[config.mk]
export PLATFORM = sky130hd
export DESIGN_NAME = ifu_fetch_flat
export DESIGN_NICKNAME = d
export VERILOG_FILES = /design/src/rtl/ifu_fetch_if.sv /design/src/rtl/ifu_fetch.sv /design/src/flat_wrapper.sv
export SDC_FILE = /design/constraint.sdc
export NUM_CORES = 1
export LEC_CHECK = 0
export CORE_AREA = 2 2 134 136
export DETAILED_ROUTE_END_ITERATION = 10
export DIE_AREA = 0 0 136 138
export SLEW_MARGIN = 20
export SYNTH_ARGS = -nofsm -noshare
export SYNTH_HDL_FRONTEND = slang
export SYNTH_SLANG_ARGS = --single-unit
[constraint.sdc]
create_clock -name clk -period 3.4 [get_ports clk]
set_input_delay 0.85 -clock clk [delete_from_list [all_inputs] [get_ports clk]]
set_output_delay 0.85 -clock clk [all_outputs]
set_load 0.01 [all_outputs]
[src/rtl/ifu_fetch_if.sv]
// Fetch-unit bundle: redirect input, instruction-memory request/response
// channel and the decode-side output handshake.
interface ifu_fetch_if;
    logic        redirect_valid;
    logic [31:0] redirect_pc;
    logic        imem_req_valid;
    logic        imem_req_ready;
    logic [31:0] imem_addr;
    logic        imem_rsp_valid;
    logic [31:0] imem_rsp_data;
    logic        out_valid;
    logic        out_ready;
    logic [31:0] out_pc;
    logic [31:0] out_inst;
    logic        out_misalign;

    modport master (
        input  redirect_valid, redirect_pc,
        input  imem_req_ready, imem_rsp_valid, imem_rsp_data,
        input  out_ready,
        output imem_req_valid, imem_addr,
        output out_valid, out_pc, out_inst, out_misalign
    );

    modport slave (
        output redirect_valid, redirect_pc,
        output imem_req_ready, imem_rsp_valid, imem_rsp_data,
        output out_ready,
        input  imem_req_valid, imem_addr,
        input  out_valid, out_pc, out_inst, out_misalign
    );
endinterface

[src/rtl/ifu_fetch.sv]
// Instruction fetch unit: owns the PC, issues one fetch at a time, presents
// {pc, inst} to decode, squashes in-flight fetches on redirect.
module ifu_fetch #(
    parameter logic [31:0] RESET_PC = 32'h8000_0000,
    parameter logic [31:0] NOP_INST = 32'h0000_0013
) (
    input  logic          clk,
    input  logic          rst,
    ifu_fetch_if.master   bus_io
);

    localparam logic [1:0] ST_REQ  = 2'd0;
    localparam logic [1:0] ST_WAIT = 2'd1;
    localparam logic [1:0] ST_OUT  = 2'd2;

    logic [1:0]  state_q, state_d;
    logic [31:0] pc_q, pc_d;
    logic        drop_q, drop_d;
    logic [31:0] out_inst_q, out_inst_d;
    logic [31:0] out_pc_q, out_pc_d;
    logic        out_mis_q, out_mis_d;

    logic pc_aligned;
    logic req_valid;
    logic out_valid;

    assign pc_aligned = (pc_q[1:0] == 2'b00);
    assign req_valid  = !rst && (state_q == ST_REQ) && !bus_io.redirect_valid && pc_aligned;
    assign out_valid  = !rst && (state_q == ST_OUT) && !bus_io.redirect_valid;

    assign bus_io.imem_req_valid = req_valid;
    assign bus_io.imem_addr      = pc_q;
    assign bus_io.out_valid      = out_valid;
    assign bus_io.out_pc         = out_pc_q;
    assign bus_io.out_inst       = out_inst_q;
    assign bus_io.out_misalign   = out_mis_q;

    always_comb begin
        // NOTE: every _d gets its hold value first so no path leaves it unassigned (no latch).
        state_d    = state_q;
        pc_d       = pc_q;
        drop_d     = drop_q;
        out_inst_d = out_inst_q;
        out_pc_d   = out_pc_q;
        out_mis_d  = out_mis_q;

        if (bus_io.redirect_valid) begin
            pc_d = bus_io.redirect_pc;
            case (state_q)
                ST_REQ:  state_d = ST_REQ;
                ST_WAIT: begin
                    // A response landing with the redirect is the outstanding one: consume it now.
                    if (bus_io.imem_rsp_valid) begin
                        state_d = ST_REQ;
                        drop_d  = 1'b0;
                    end else begin
                        drop_d  = 1'b1;
                    end
                end
                default: state_d = ST_REQ;
            endcase
        end else begin
            case (state_q)
                ST_REQ: begin
                    if (!pc_aligned) begin
                        state_d    = ST_OUT;
                        out_inst_d = NOP_INST;
                        out_pc_d   = pc_q;
                        out_mis_d  = 1'b1;
                    end else if (bus_io.imem_req_ready) begin
                        state_d = ST_WAIT;
                    end
                end
                ST_WAIT: begin
                    if (bus_io.imem_rsp_valid) begin
                        if (drop_q) begin
                            state_d = ST_REQ;
                            drop_d  = 1'b0;
                        end else begin
                            state_d    = ST_OUT;
                            out_inst_d = bus_io.imem_rsp_data;
                            out_pc_d   = pc_q;
                            out_mis_d  = 1'b0;
                        end
                    end
                end
                ST_OUT: begin
                    if (bus_io.out_ready) begin
                        pc_d    = pc_q + 32'd4;
                        state_d = ST_REQ;
                    end
                end
                default: state_d = ST_REQ;
            endcase
        end
    end

    always_ff @(posedge clk or posedge rst) begin
        if (rst) begin
            state_q    <= ST_REQ;
            pc_q       <= RESET_PC;
            drop_q     <= 1'b0;
            out_inst_q <= 32'd0;
            out_pc_q   <= 32'd0;
            out_mis_q  <= 1'b0;
        end else begin
            // NOTE: non-blocking so every register samples pre-edge values.
            state_q    <= state_d;
            pc_q       <= pc_d;
            drop_q     <= drop_d;
            out_inst_q <= out_inst_d;
            out_pc_q   <= out_pc_d;
            out_mis_q  <= out_mis_d;
        end
    end

endmodule

[src/flat_wrapper.sv]
// flat-port wrapper written by rule: the top's interface ports become plain ports
module ifu_fetch_flat 
#(
    parameter logic [31:0] RESET_PC = 32'h8000_0000,
    parameter logic [31:0] NOP_INST = 32'h0000_0013
)
  (clk, rst, bus_io_redirect_valid, bus_io_redirect_pc, bus_io_imem_req_ready, bus_io_imem_rsp_valid, bus_io_imem_rsp_data, bus_io_out_ready, bus_io_imem_req_valid, bus_io_imem_addr, bus_io_out_valid, bus_io_out_pc, bus_io_out_inst, bus_io_out_misalign);
  ifu_fetch_if bus_io_i ();
  input  logic clk;
  input  logic rst;
  input wire logic [$bits(bus_io_i.redirect_valid)-1:0] bus_io_redirect_valid;
  input wire logic [$bits(bus_io_i.redirect_pc)-1:0] bus_io_redirect_pc;
  input wire logic [$bits(bus_io_i.imem_req_ready)-1:0] bus_io_imem_req_ready;
  input wire logic [$bits(bus_io_i.imem_rsp_valid)-1:0] bus_io_imem_rsp_valid;
  input wire logic [$bits(bus_io_i.imem_rsp_data)-1:0] bus_io_imem_rsp_data;
  input wire logic [$bits(bus_io_i.out_ready)-1:0] bus_io_out_ready;
  output wire logic [$bits(bus_io_i.imem_req_valid)-1:0] bus_io_imem_req_valid;
  output wire logic [$bits(bus_io_i.imem_addr)-1:0] bus_io_imem_addr;
  output wire logic [$bits(bus_io_i.out_valid)-1:0] bus_io_out_valid;
  output wire logic [$bits(bus_io_i.out_pc)-1:0] bus_io_out_pc;
  output wire logic [$bits(bus_io_i.out_inst)-1:0] bus_io_out_inst;
  output wire logic [$bits(bus_io_i.out_misalign)-1:0] bus_io_out_misalign;
  assign bus_io_i.redirect_valid = bus_io_redirect_valid;
  assign bus_io_i.redirect_pc = bus_io_redirect_pc;
  assign bus_io_i.imem_req_ready = bus_io_imem_req_ready;
  assign bus_io_i.imem_rsp_valid = bus_io_imem_rsp_valid;
  assign bus_io_i.imem_rsp_data = bus_io_imem_rsp_data;
  assign bus_io_i.out_ready = bus_io_out_ready;
  assign bus_io_imem_req_valid = bus_io_i.imem_req_valid;
  assign bus_io_imem_addr = bus_io_i.imem_addr;
  assign bus_io_out_valid = bus_io_i.out_valid;
  assign bus_io_out_pc = bus_io_i.out_pc;
  assign bus_io_out_inst = bus_io_i.out_inst;
  assign bus_io_out_misalign = bus_io_i.out_misalign;
  ifu_fetch #(.RESET_PC(RESET_PC), .NOP_INST(NOP_INST)) u_core (.clk(clk), .rst(rst), .bus_io(bus_io_i));
endmodule
==> impl_metrics.yaml, run 1 <==
cts:
  cts_htree_levels: 3
  cts_root_buffer: "sky130_fd_sc_hd__clkbuf_16"
  post-cts-setup-buffer-count: 0
  clk_path_buf_depth: 2
  cts.hold.buffers_added: 0
  cts_resized: 0
  clk-insertion-delay-late_ns: 0.34
  number_of_sinks_handled_by_clock_tree_synthesis: 100
  clk_pin_slew_worst_paths_ns: 0.07
  cts_buffers: 9
  tritoncts: "done"
global_routing:
  first_pass_grt_wire_length_um: 20510
  grt_use_total_pct: 13.97
  grt-ovfl-total: 0
  antenna_found_initial: 0
  globalRouteMet2Util_pct: 21.69
  busiest_layer: "met2"
  grt_util_met3_pct: 4.694
  first_global_vias: 3755
  grt_start_max_net_pins: 59
  grtUsageMet1_pct: 18.27
floorplan:
  io_pins: 169
  core_sq_um: 17530
  fp.dieW_um: 136
  die_height_um: 138
  initial_core_utilization_pct: 24.43
  die_area_sq_um: 18770
  placement_rows: 49
sta:
  period_minus_slack_ns: 3.016
  skew_ns: 0.01027
  final.period_utilization_pct: 88.70
  finalSetupViolations: 0
  timing.slew.headroom_pct: 57.55
  timing_hold_violations_final: 0
  setup_repair_after_global_routing_missed_its_margin: "no"
  setup_tns_ns: 0
  maxSlewViolCount: 0
  clock.fmax_ghz: 0.3316
  tightestPinTransition_ns: 0.6354
  postLayoutSetupSlackWorst_ns: 0.3841
layout:
  final_nets: 664
  layout_filler_cell_count: 1749
  drive_gt1_share_pct: 6.187
  diodes: 0
  layout.core_utilization_pct: 37.40
  multi_input_comb_area_sq_um: 1689
  synthToLayoutAreaGrowth_pct: 53.07
  ff_latch_area_sq_um: 2504
synth:
  yosysTopAreaCell: "sky130_fd_sc_hd__dfrtp_1"
  synthTopCellsByCount: "137 x sky130_fd_sc_hd__nand2_1, 99 x sky130_fd_sc_hd__dfrtp_1, 30 x sky130_fd_sc_hd__a22o_1"
  syn-cell-area_sq_um: 4284
  syn_nets: 497
  synth_enable_flop_cells: 0
  dominant_cell_by_count_in_the_synthesized_netlist: "sky130_fd_sc_hd__nand2_1"
  post_synthesis_register_bit_count: 100
  synth_seq_area_share_pct: 58.44
  instance_count_of_the_mapped_netlist: 426
  synth_top_cell_area_share_pct: 57.83
  async_flop_share_pct: 100.0
  synthDistinctLibCells: 43
  ys.warnings.count: 0
  ys_top_cells_by_area: "sky130_fd_sc_hd__dfrtp_1 58%, sky130_fd_sc_hd__nand2_1 12%, sky130_fd_sc_hd__a22o_1 6.1%"
  synth_ff_type: "sky130_fd_sc_hd__dfrtp_1"
  postSynthAreaPerCell_sq_um: 10.06
routing:
  avgRoutedWirePerCell_um: 16.01
  vias: 3836
  number_of_design_rule_violations_left_by_the_first_detailed_router_iteration: 199
  detail_route.vias_per_cell: 4.638
  firstDrtPassIters: 5
  drt_wl_total_um: 13240
  drtAntennaViolNets: 0
  remaining_drc_errors: 0
power_and_ir_drop:
  power_density_nw_per_um2: 512.6
  p_int_uw: 2399
  switchingPower_uw: 962.7
  share_comb_of_total_power_pct: 25.5
  power.static_leakage_uw: 0.002804
  power_frac_seq_pct: 45.2
  p_sw_share_pct: 28.64
  worst_ir_drop_vdd_uv: 215.0
  pwr-share-clk_pct: 29.3
critical_path:
  path_max_fanout: 3
  cp-end-kind: "primary output"
  critical_path_max_stage_delay_ns: 0.58
  critical_path_arrival_ns: 2.17
  critical_path.cell_chain: "clkdlybuf4s50_1, nor3_1, clkdlybuf4s50_1"
  worst_ep_required_ns: 2.55
  class_of_the_most_critical_setup_path: "in -> out"
  startpoint_type: "input pin"
  worst_path_max_delay_cell: "sky130_fd_sc_hd__clkdlybuf4s50_1"
  critPathMostFrequentCell: "sky130_fd_sc_hd__clkdlybuf4s50_1"
run_status:
  outcome: "complete, no violations"
placed_design:
  dpl_worst_slack_ns: 0.3877
  gp_routability_congestion: 0.7994
  portBuffers: 168
  post_dp_hpwl_um: 9451
run:
  max_cap_viol_count: 0
worst_hold_path:
  worstHoldPathType: "reg -> reg"
==> through the flow <==
| stage | instance area [sq um] | total power (uW) | hold slack (ns) | cells |
|---|---|---|---|---|
| floorplan | 4288 | 1851 | 0.4825 | 426 |
| global placement | 6275 | 2386 | 0.4622 | 811 |
| detailed placement | 6275 | 2405 | 0.4657 | 811 |
| CTS | 6558 | 3421 | 0.4826 | 827 |
| global route | 6558 | 3559 | 0.4947 | 827 |
| finish | 6558 | 3361 | 0.4807 | 827 |
==> power groups by stage <==
stage	sequential (uW)	clock, uW	combinational [uW]
5_1_grt	1540	1090	929
6_report	1520	984	858
3_3_place_gp	1530	0	855
3_5_place_dp	1540	0	866
2_1_floorplan	1590	0	263
4_1_cts	1520	1030	871
==> critical path: cells and delay by family <==
family / cells / cell delay (ns)
buf+inv: 2 / 1.09
simple gates: 1 / 0.23
==> layer usage <==
metal  share of wire [%]  up-vias
met5                   0        -
met3                 8.5       21
met2                  46      145
met1                  44     1854
li1                    -     1816
met4                 1.7        0
==> final cells by class <==
cell class,count,area share (%)
flip-flops and latches,100,38.18
well taps,229,4.369
clock inverters,1,0.07632
inverters,4,0.2862
repair buffers,178,27.09
multi-input cells,300,25.76
clock buffers,15,4.236
==> cell families (layout without fill, tap and decap cells) <==
family | count (synthesis) | count (layout) | share of synthesized area, %
XOR/XNOR | 17 | 17 | 3.476
multiplexers | 4 | 4 | 1.022
adder cells (fa/ha/maj) | 1 | 1 | 0.2920
flip-flops | 100 | 100 | 58.44
buffers and inverters | 26 | 198 | 2.307
AO/OA/AOI/OAI | 75 | 75 | 13.08
AND/OR/NAND/NOR | 203 | 203 | 21.38
==> final timing paths <==
kind / from / endpoint / slack [ns] / cells past startpoint
worst max-delay path: rst / bus_io_imem_req_valid / 0.38 / 3
worst min-delay path: u_core.bus_io.out_pc[17] / u_core.bus_io.out_pc[17] / 0.48 / 2
worst max register to register: u_core.bus_io.imem_addr[9] / u_core.bus_io.imem_addr[30] / 1.21 / 5
worst min register to register: u_core.bus_io.out_pc[17] / u_core.bus_io.out_pc[17] / 0.48 / 2
max in group asynchronous: rst / u_core.bus_io.imem_addr[18] / 1.63 / 3
min in group asynchronous: rst / u_core.bus_io.imem_addr[8] / 1.06 / 2
==> flip-flops by register name (all words and copies together), names as in the netlist <==
name and flops:
u_core.bus_io.imem_addr 32, u_core.bus_io.out_inst 32, u_core.bus_io.out_pc 32, u_core.state_q 2
u_core.bus_io.out_misalign 1, u_core.drop_q 1
==> layout by cell type, fill, tap and decap left out, types with 3 or more instances in the layout <==
cell type                         instances
sky130_fd_sc_hd__dfrtp_1                 99
sky130_fd_sc_hd__a22o_1                  30
sky130_fd_sc_hd__clkdlybuf4s50_1        167
sky130_fd_sc_hd__clkbuf_8                 3
sky130_fd_sc_hd__nor3_1                   5
sky130_fd_sc_hd__a21oi_1                  3
sky130_fd_sc_hd__xnor2_1                  3
sky130_fd_sc_hd__nand3_1                 15
sky130_fd_sc_hd__nand4_1                  7
sky130_fd_sc_hd__o211ai_1                 4
sky130_fd_sc_hd__o311ai_0                 4
sky130_fd_sc_hd__mux2_2                   3
sky130_fd_sc_hd__clkbuf_16                9
sky130_fd_sc_hd__clkbuf_1                 3
sky130_fd_sc_hd__and3_1                   5
sky130_fd_sc_hd__nor2_1                  14
sky130_fd_sc_hd__o21ai_0                 23
sky130_fd_sc_hd__xor2_1                  14
sky130_fd_sc_hd__nand2_1                136
sky130_fd_sc_hd__o22a_1                   3
sky130_fd_sc_hd__buf_4                    8
sky130_fd_sc_hd__a221o_1                  5
Power figures use the tool's default switching activity.
==> run 2: changes to the inputs <==
--- a/config.mk
+++ b/config.mk
@@ -8,6 +8,7 @@
 export CORE_AREA = 2 2 134 136
 export DETAILED_ROUTE_END_ITERATION = 10
 export DIE_AREA = 0 0 136 138
+export PLACE_DENSITY = 0.61
 export SLEW_MARGIN = 20
 export SYNTH_ARGS = -nofsm -noshare
 export SYNTH_HDL_FRONTEND = slang
==> impl_metrics.yaml, run 2 (synthesis gave the netlist of run 1 again) <==
run_status:
  outcome: "complete, no violations"
routing:
  vias: 3744
  drt_wl_total_um: 12810
  drtAntennaViolNets: 0
  firstDrtPassIters: 4
  number_of_design_rule_violations_left_by_the_first_detailed_router_iteration: 176
  avgRoutedWirePerCell_um: 15.49
  detail_route.vias_per_cell: 4.527
  remaining_drc_errors: 0
placed_design:
  gp_routability_congestion: 0.7740
  post_dp_hpwl_um: 9111
  placed_cells_incl_taps: 811
  portBuffers: 168
layout:
  layout_filler_cell_count: 1758
  synthToLayoutAreaGrowth_pct: 53.04
  commonest_non_fill_non_tap_cell_in_the_layout: "sky130_fd_sc_hd__clkdlybuf4s50_1"
  diodes: 0
  final_nets: 664
  most-common-layout-cells: "167 x sky130_fd_sc_hd__clkdlybuf4s50_1, 136 x sky130_fd_sc_hd__nand2_1, 99 x sky130_fd_sc_hd__dfrtp_1, 30 x sky130_fd_sc_hd__a22o_1, 23 x sky130_fd_sc_hd__o21ai_0"
  drive_gt1_share_pct: 6.522
  layout.cells.non_filler: 827
cts:
  tritoncts: "done"
  cts.hold.buffers_added: 0
  cts_resized: 0
  clk_pin_slew_worst_paths_ns: 0.06
  clk-insertion-delay-late_ns: 0.35
  cts_root_buffer: "sky130_fd_sc_hd__clkbuf_16"
  post-cts-setup-buffer-count: 0
  cts_htree_levels: 3
  number_of_sinks_handled_by_clock_tree_synthesis: 100
  cts_buffers: 9
  clk_path_buf_depth: 2
power_and_ir_drop:
  p_int_uw: 2411
  power_density_nw_per_um2: 516.6
  switchingPower_uw: 975.9
  pwr-share-clk_pct: 30.1
  share_comb_of_total_power_pct: 25.0
  power_frac_seq_pct: 44.9
  worst_ir_drop_vdd_uv: 220.7
  power.static_leakage_uw: 0.002801
  p_sw_share_pct: 28.82
worst_hold_path:
  worstHoldPathType: "reg -> reg"
global_routing:
  grt_start_max_net_pins: 101
  grtUsageMet1_pct: 17.74
  grt_use_total_pct: 13.77
  first_pass_grt_wire_length_um: 20300
  grt_util_met3_pct: 4.180
  busiest_layer: "met2"
  grt-ovfl-total: 0
  antenna_found_initial: 0
  globalRouteMet2Util_pct: 22.38
  first_global_vias: 3814
sta:
  finalSetupViolations: 0
  setup_repair_after_global_routing_missed_its_margin: "no"
  period_minus_slack_ns: 2.987
  timing_hold_violations_final: 0
  tightestPinTransition_ns: 0.5580
  final.period_utilization_pct: 87.86
  timing.slew.headroom_pct: 62.52
  maxSlewViolCount: 0
  setup_tns_ns: 0
  clock.fmax_ghz: 0.3347
  skew_ns: 0.009627
critical_path:
  path_max_fanout: 3
  worst_path_max_delay_cell: "sky130_fd_sc_hd__clkdlybuf4s50_1"
  r2r-end: "u_core.bus_io.imem_addr[27]"
  r2r_cells: 5
  critPathMostFrequentCell: "sky130_fd_sc_hd__clkdlybuf4s50_1"
  worst_ep_required_ns: 2.55
  crit_path_to: "bus_io_imem_req_valid"
  startpoint_type: "input pin"
  class_of_the_most_critical_setup_path: "in -> out"
  reg2reg_setup_slack_ns: 1.24
  critical_path.cell_chain: "clkdlybuf4s50_1, nor3_1, clkdlybuf4s50_1"
  worst_r2r_startpoint: "u_core.bus_io.imem_addr[10]"
  critical_path_max_stage_delay_ns: 0.57
  cp-end-kind: "primary output"
  critical_path_arrival_ns: 2.14
  startpoint: "rst"
floorplan:
  core_sq_um: 17530
  initial_core_utilization_pct: 24.43
  placement_rows: 49
  io_pins: 169
  die_area_sq_um: 18770
  die_height_um: 138
  fp.dieW_um: 136
run:
  max_cap_viol_count: 0
==> run 2: cell count changes in the layout (fill, tap and decap cells not counted), sizes merged <==
cell and delta:
inv +1, clkinvlp +1, clkinv +2, bufinv +1, clkbuf -5
==> run 2: area by class of cell <==
type | instances | area [sq um] | area share [%]
inverters | 4 | 18.77 | 0.2863
clock buffers | 10 | 229.0 | 3.492
repair buffers | 178 | 1764 | 26.91
well taps | 229 | 286.5 | 4.370
flip-flops and latches | 100 | 2504 | 38.19
multi-input cells | 300 | 1689 | 25.76
clock inverters | 6 | 65.06 | 0.9924
==> run 2: through the flow <==
stage                     setup slack [ns]  hold slack (ns)  total power, uW  utilization, %  instance area, sq um
after floorplan                      1.002           0.4825             1851               -                  4288
after global placement              0.4519           0.4613             2380           35.71                  6262
after detailed placement            0.4309           0.4662             2400           35.71                  6262
after CTS                           0.4245           0.4840             3454           37.39                  6556
after global routing                0.3932           0.5037             3595           37.39                  6556
final                               0.4127           0.4779             3387           37.39                  6556
==> run 2: how the worst min path moves through the flow <==
stage	from	end	slack (ns)	depth (start not counted)
detailed placement	u_core.bus_io.out_pc[24]	u_core.bus_io.out_pc[24]	0.47	2
floorplan	u_core.drop_q	u_core.drop_q	0.48	2
finish	u_core.bus_io.out_pc[4]	u_core.bus_io.out_pc[4]	0.48	2
global route	u_core.bus_io.out_pc[27]	u_core.bus_io.out_pc[27]	0.50	2
CTS	u_core.bus_io.out_pc[8]	u_core.bus_io.out_pc[8]	0.48	2
global placement	u_core.bus_io.out_pc[25]	u_core.bus_io.out_pc[25]	0.46	2
==> run 2: worst max-delay path: cells and delay by family <==
family,cells,cell delay [ns]
simple gates,1,0.22
buf+inv,2,1.06
==> run 2: power groups by stage <==
stage / Clock, uW / Sequential, uW / Combinational, uW
2_1_floorplan: 0 / 1590 / 263
6_report: 1020 / 1520 / 847
3_5_place_dp: 0 / 1540 / 857
4_1_cts: 1070 / 1520 / 863
3_3_place_gp: 0 / 1530 / 850
5_1_grt: 1130 / 1550 / 924
==> run 2: layer usage <==
layer / vias up / wire length [um]
li1: 1812 / -
met1: 1818 / 5696
met2: 104 / 6122
met3: 10 / 858
met4: 0 / 137
met5: - / 0
==> run 3: changes to the inputs <==
--- a/config.mk
+++ b/config.mk
@@ -5,10 +5,12 @@
 export SDC_FILE = /design/constraint.sdc
 export NUM_CORES = 1
 export LEC_CHECK = 0
-export CORE_AREA = 2 2 134 136
+export CELL_PAD_IN_SITES_DETAIL_PLACEMENT = 1
+export CELL_PAD_IN_SITES_GLOBAL_PLACEMENT = 2
+export CORE_AREA = 2 2 140 142
 export DETAILED_ROUTE_END_ITERATION = 10
-export DIE_AREA = 0 0 136 138
-export PLACE_DENSITY = 0.61
+export DIE_AREA = 0 0 142 144
+export PLACE_DENSITY = 0.74
 export SLEW_MARGIN = 20
 export SYNTH_ARGS = -nofsm -noshare
 export SYNTH_HDL_FRONTEND = slang
==> impl_metrics.yaml, run 3 (synthesis gave the netlist of run 1 again) <==
critical_path:
  critical_path_max_stage_delay_ns: 0.57
  startpoint: "rst"
  critPathMostFrequentCell: "sky130_fd_sc_hd__clkdlybuf4s50_1"
  critical_path_arrival_ns: 2.12
  path_max_fanout: 3
  worst_ep_required_ns: 2.55
  startpoint_type: "input pin"
  worst_r2r_startpoint: "u_core.bus_io.imem_addr[9]"
  critical_path.cell_chain: "clkdlybuf4s50_1, nor3_1, clkdlybuf4s50_1"
  class_of_the_most_critical_setup_path: "in -> out"
  cp-end-kind: "primary output"
  worst_path_max_delay_cell: "sky130_fd_sc_hd__clkdlybuf4s50_1"
cts:
  clk-insertion-delay-late_ns: 0.35
  cts_root_buffer: "sky130_fd_sc_hd__clkbuf_16"
  cts_htree_levels: 3
  cts_resized: 0
  cts_buffers: 9
  clk_path_buf_depth: 2
  cts.hold.buffers_added: 0
  post-cts-setup-buffer-count: 0
  clk_pin_slew_worst_paths_ns: 0.06
  tritoncts: "done"
  number_of_sinks_handled_by_clock_tree_synthesis: 100
sta:
  clock.fmax_ghz: 0.3365
  maxSlewViolCount: 0
  final.period_utilization_pct: 87.40
  timing.slew.headroom_pct: 51.99
  period_minus_slack_ns: 2.972
  finalSetupViolations: 0
  timing_hold_violations_final: 0
  setup_repair_after_global_routing_missed_its_margin: "no"
  skew_ns: 0.009639
  tightestPinTransition_ns: 0.7201
  setup_tns_ns: 0
power_and_ir_drop:
  p_int_uw: 2485
  power.static_leakage_uw: 0.002821
  worst_ir_drop_vdd_uv: 313.0
  switchingPower_uw: 1008
  power_density_nw_per_um2: 529.6
  p_sw_share_pct: 28.86
  share_comb_of_total_power_pct: 24.6
  power_uw: 3493
  power_frac_seq_pct: 43.5
  pwr-share-clk_pct: 31.8
routing:
  detail_route.vias_per_cell: 4.602
  avgRoutedWirePerCell_um: 17.34
  vias: 3861
  drtAntennaViolNets: 0
  number_of_design_rule_violations_left_by_the_first_detailed_router_iteration: 108
  drt_wl_total_um: 14550
  firstDrtPassIters: 4
  remaining_drc_errors: 0
layout:
  commonest_non_fill_non_tap_cell_in_the_layout: "sky130_fd_sc_hd__clkdlybuf4s50_1"
  layout_filler_cell_count: 2146
  most-common-layout-cells: "167 x sky130_fd_sc_hd__clkdlybuf4s50_1, 136 x sky130_fd_sc_hd__nand2_1, 99 x sky130_fd_sc_hd__dfrtp_1, 30 x sky130_fd_sc_hd__a22o_1, 23 x sky130_fd_sc_hd__o21ai_0"
  synthToLayoutAreaGrowth_pct: 53.94
  layout.core_utilization_pct: 34.57
  drive_gt1_share_pct: 6.833
  final_nets: 666
run_status:
  outcome: "complete, no violations"
floorplan:
  fp.dieW_um: 142
  io_pins: 169
  core_sq_um: 19080
  initial_core_utilization_pct: 22.45
  placement_rows: 51
  die_height_um: 144
  die_area_sq_um: 20450
global_routing:
  first_pass_grt_wire_length_um: 23580
  first_global_vias: 4367
  antenna_found_initial: 2
  grt_start_max_net_pins: 54
  grt-ovfl-total: 0
  grt_use_total_pct: 14.83
worst_hold_path:
  worstHoldStart: "u_core.bus_io.out_pc[14]"
  worstHoldPathType: "reg -> reg"
placed_design:
  gp_routability_congestion: 0.7592
  post_dp_hpwl_um: 10610
  portBuffers: 168
run:
  max_cap_viol_count: 0
run 3: stage by stage:
step | hold WS (ns) | cells | area [sq um] | worst slack (ns)
2_1_floorplan | 0.4825 | 426 | 4288 | 1.002
3_3_place_gp | 0.4590 | 822 | 6276 | 0.4316
3_5_place_dp | 0.4627 | 822 | 6276 | 0.4235
4_1_cts | 0.4786 | 838 | 6593 | 0.4170
5_1_grt | 0.5109 | 838 | 6593 | 0.3454
6_report | 0.4707 | 839 | 6595 | 0.4284
run 3: layout make-up:
class / instances / area (sq um) / area share, %
inverters: 4 / 18.77 / 0.2846
clock inverters: 6 / 87.58 / 1.328
clock buffers: 10 / 229.0 / 3.472
multi-input cells: 300 / 1689 / 25.61
well taps: 238 / 297.8 / 4.515
repair buffers: 180 / 1767 / 26.79
flip-flops and latches: 100 / 2504 / 37.96
diodes: 1 / 2.502 / 0.03794
run 3: critical path: cells and delay by family:
family / cells / cell delay [ns]
simple gates: 1 / 0.21
buf+inv: 2 / 1.06
run 3: power groups by stage:
stage          combinational, uW  sequential [uW]  clock, uW
2_1_floorplan                263             1590          0
3_3_place_gp                 860             1530          0
3_5_place_dp                 877             1540          0
4_1_cts                      881             1520       1160
5_1_grt                      945             1550       1210
6_report                     861             1520       1110
run 3: metal layers:
| metal | routed length (um) | track usage [%] | vias up |
|---|---|---|---|
| li1 | - | - | 1816 |
| met1 | 6163 | 17.47 | 1912 |
| met2 | 7184 | 25.55 | 119 |
| met3 | 1000 | 5.265 | 14 |
| met4 | 195 | 4.263 | 0 |
| met5 | 0 | 0 | - |
run 3: final timing paths:
check / cells after the start / endpoint / slack (ns)
max: 3 / bus_io_imem_req_valid / 0.43
min: 2 / u_core.bus_io.out_pc[14] / 0.47
max reg2reg: 5 / u_core.bus_io.imem_addr[27] / 1.22
min reg2reg: 2 / u_core.bus_io.out_pc[14] / 0.47
max in group asynchronous: 3 / u_core.bus_io.imem_addr[11] / 1.75
min in group asynchronous: 3 / u_core.bus_io.out_inst[26] / 1.11
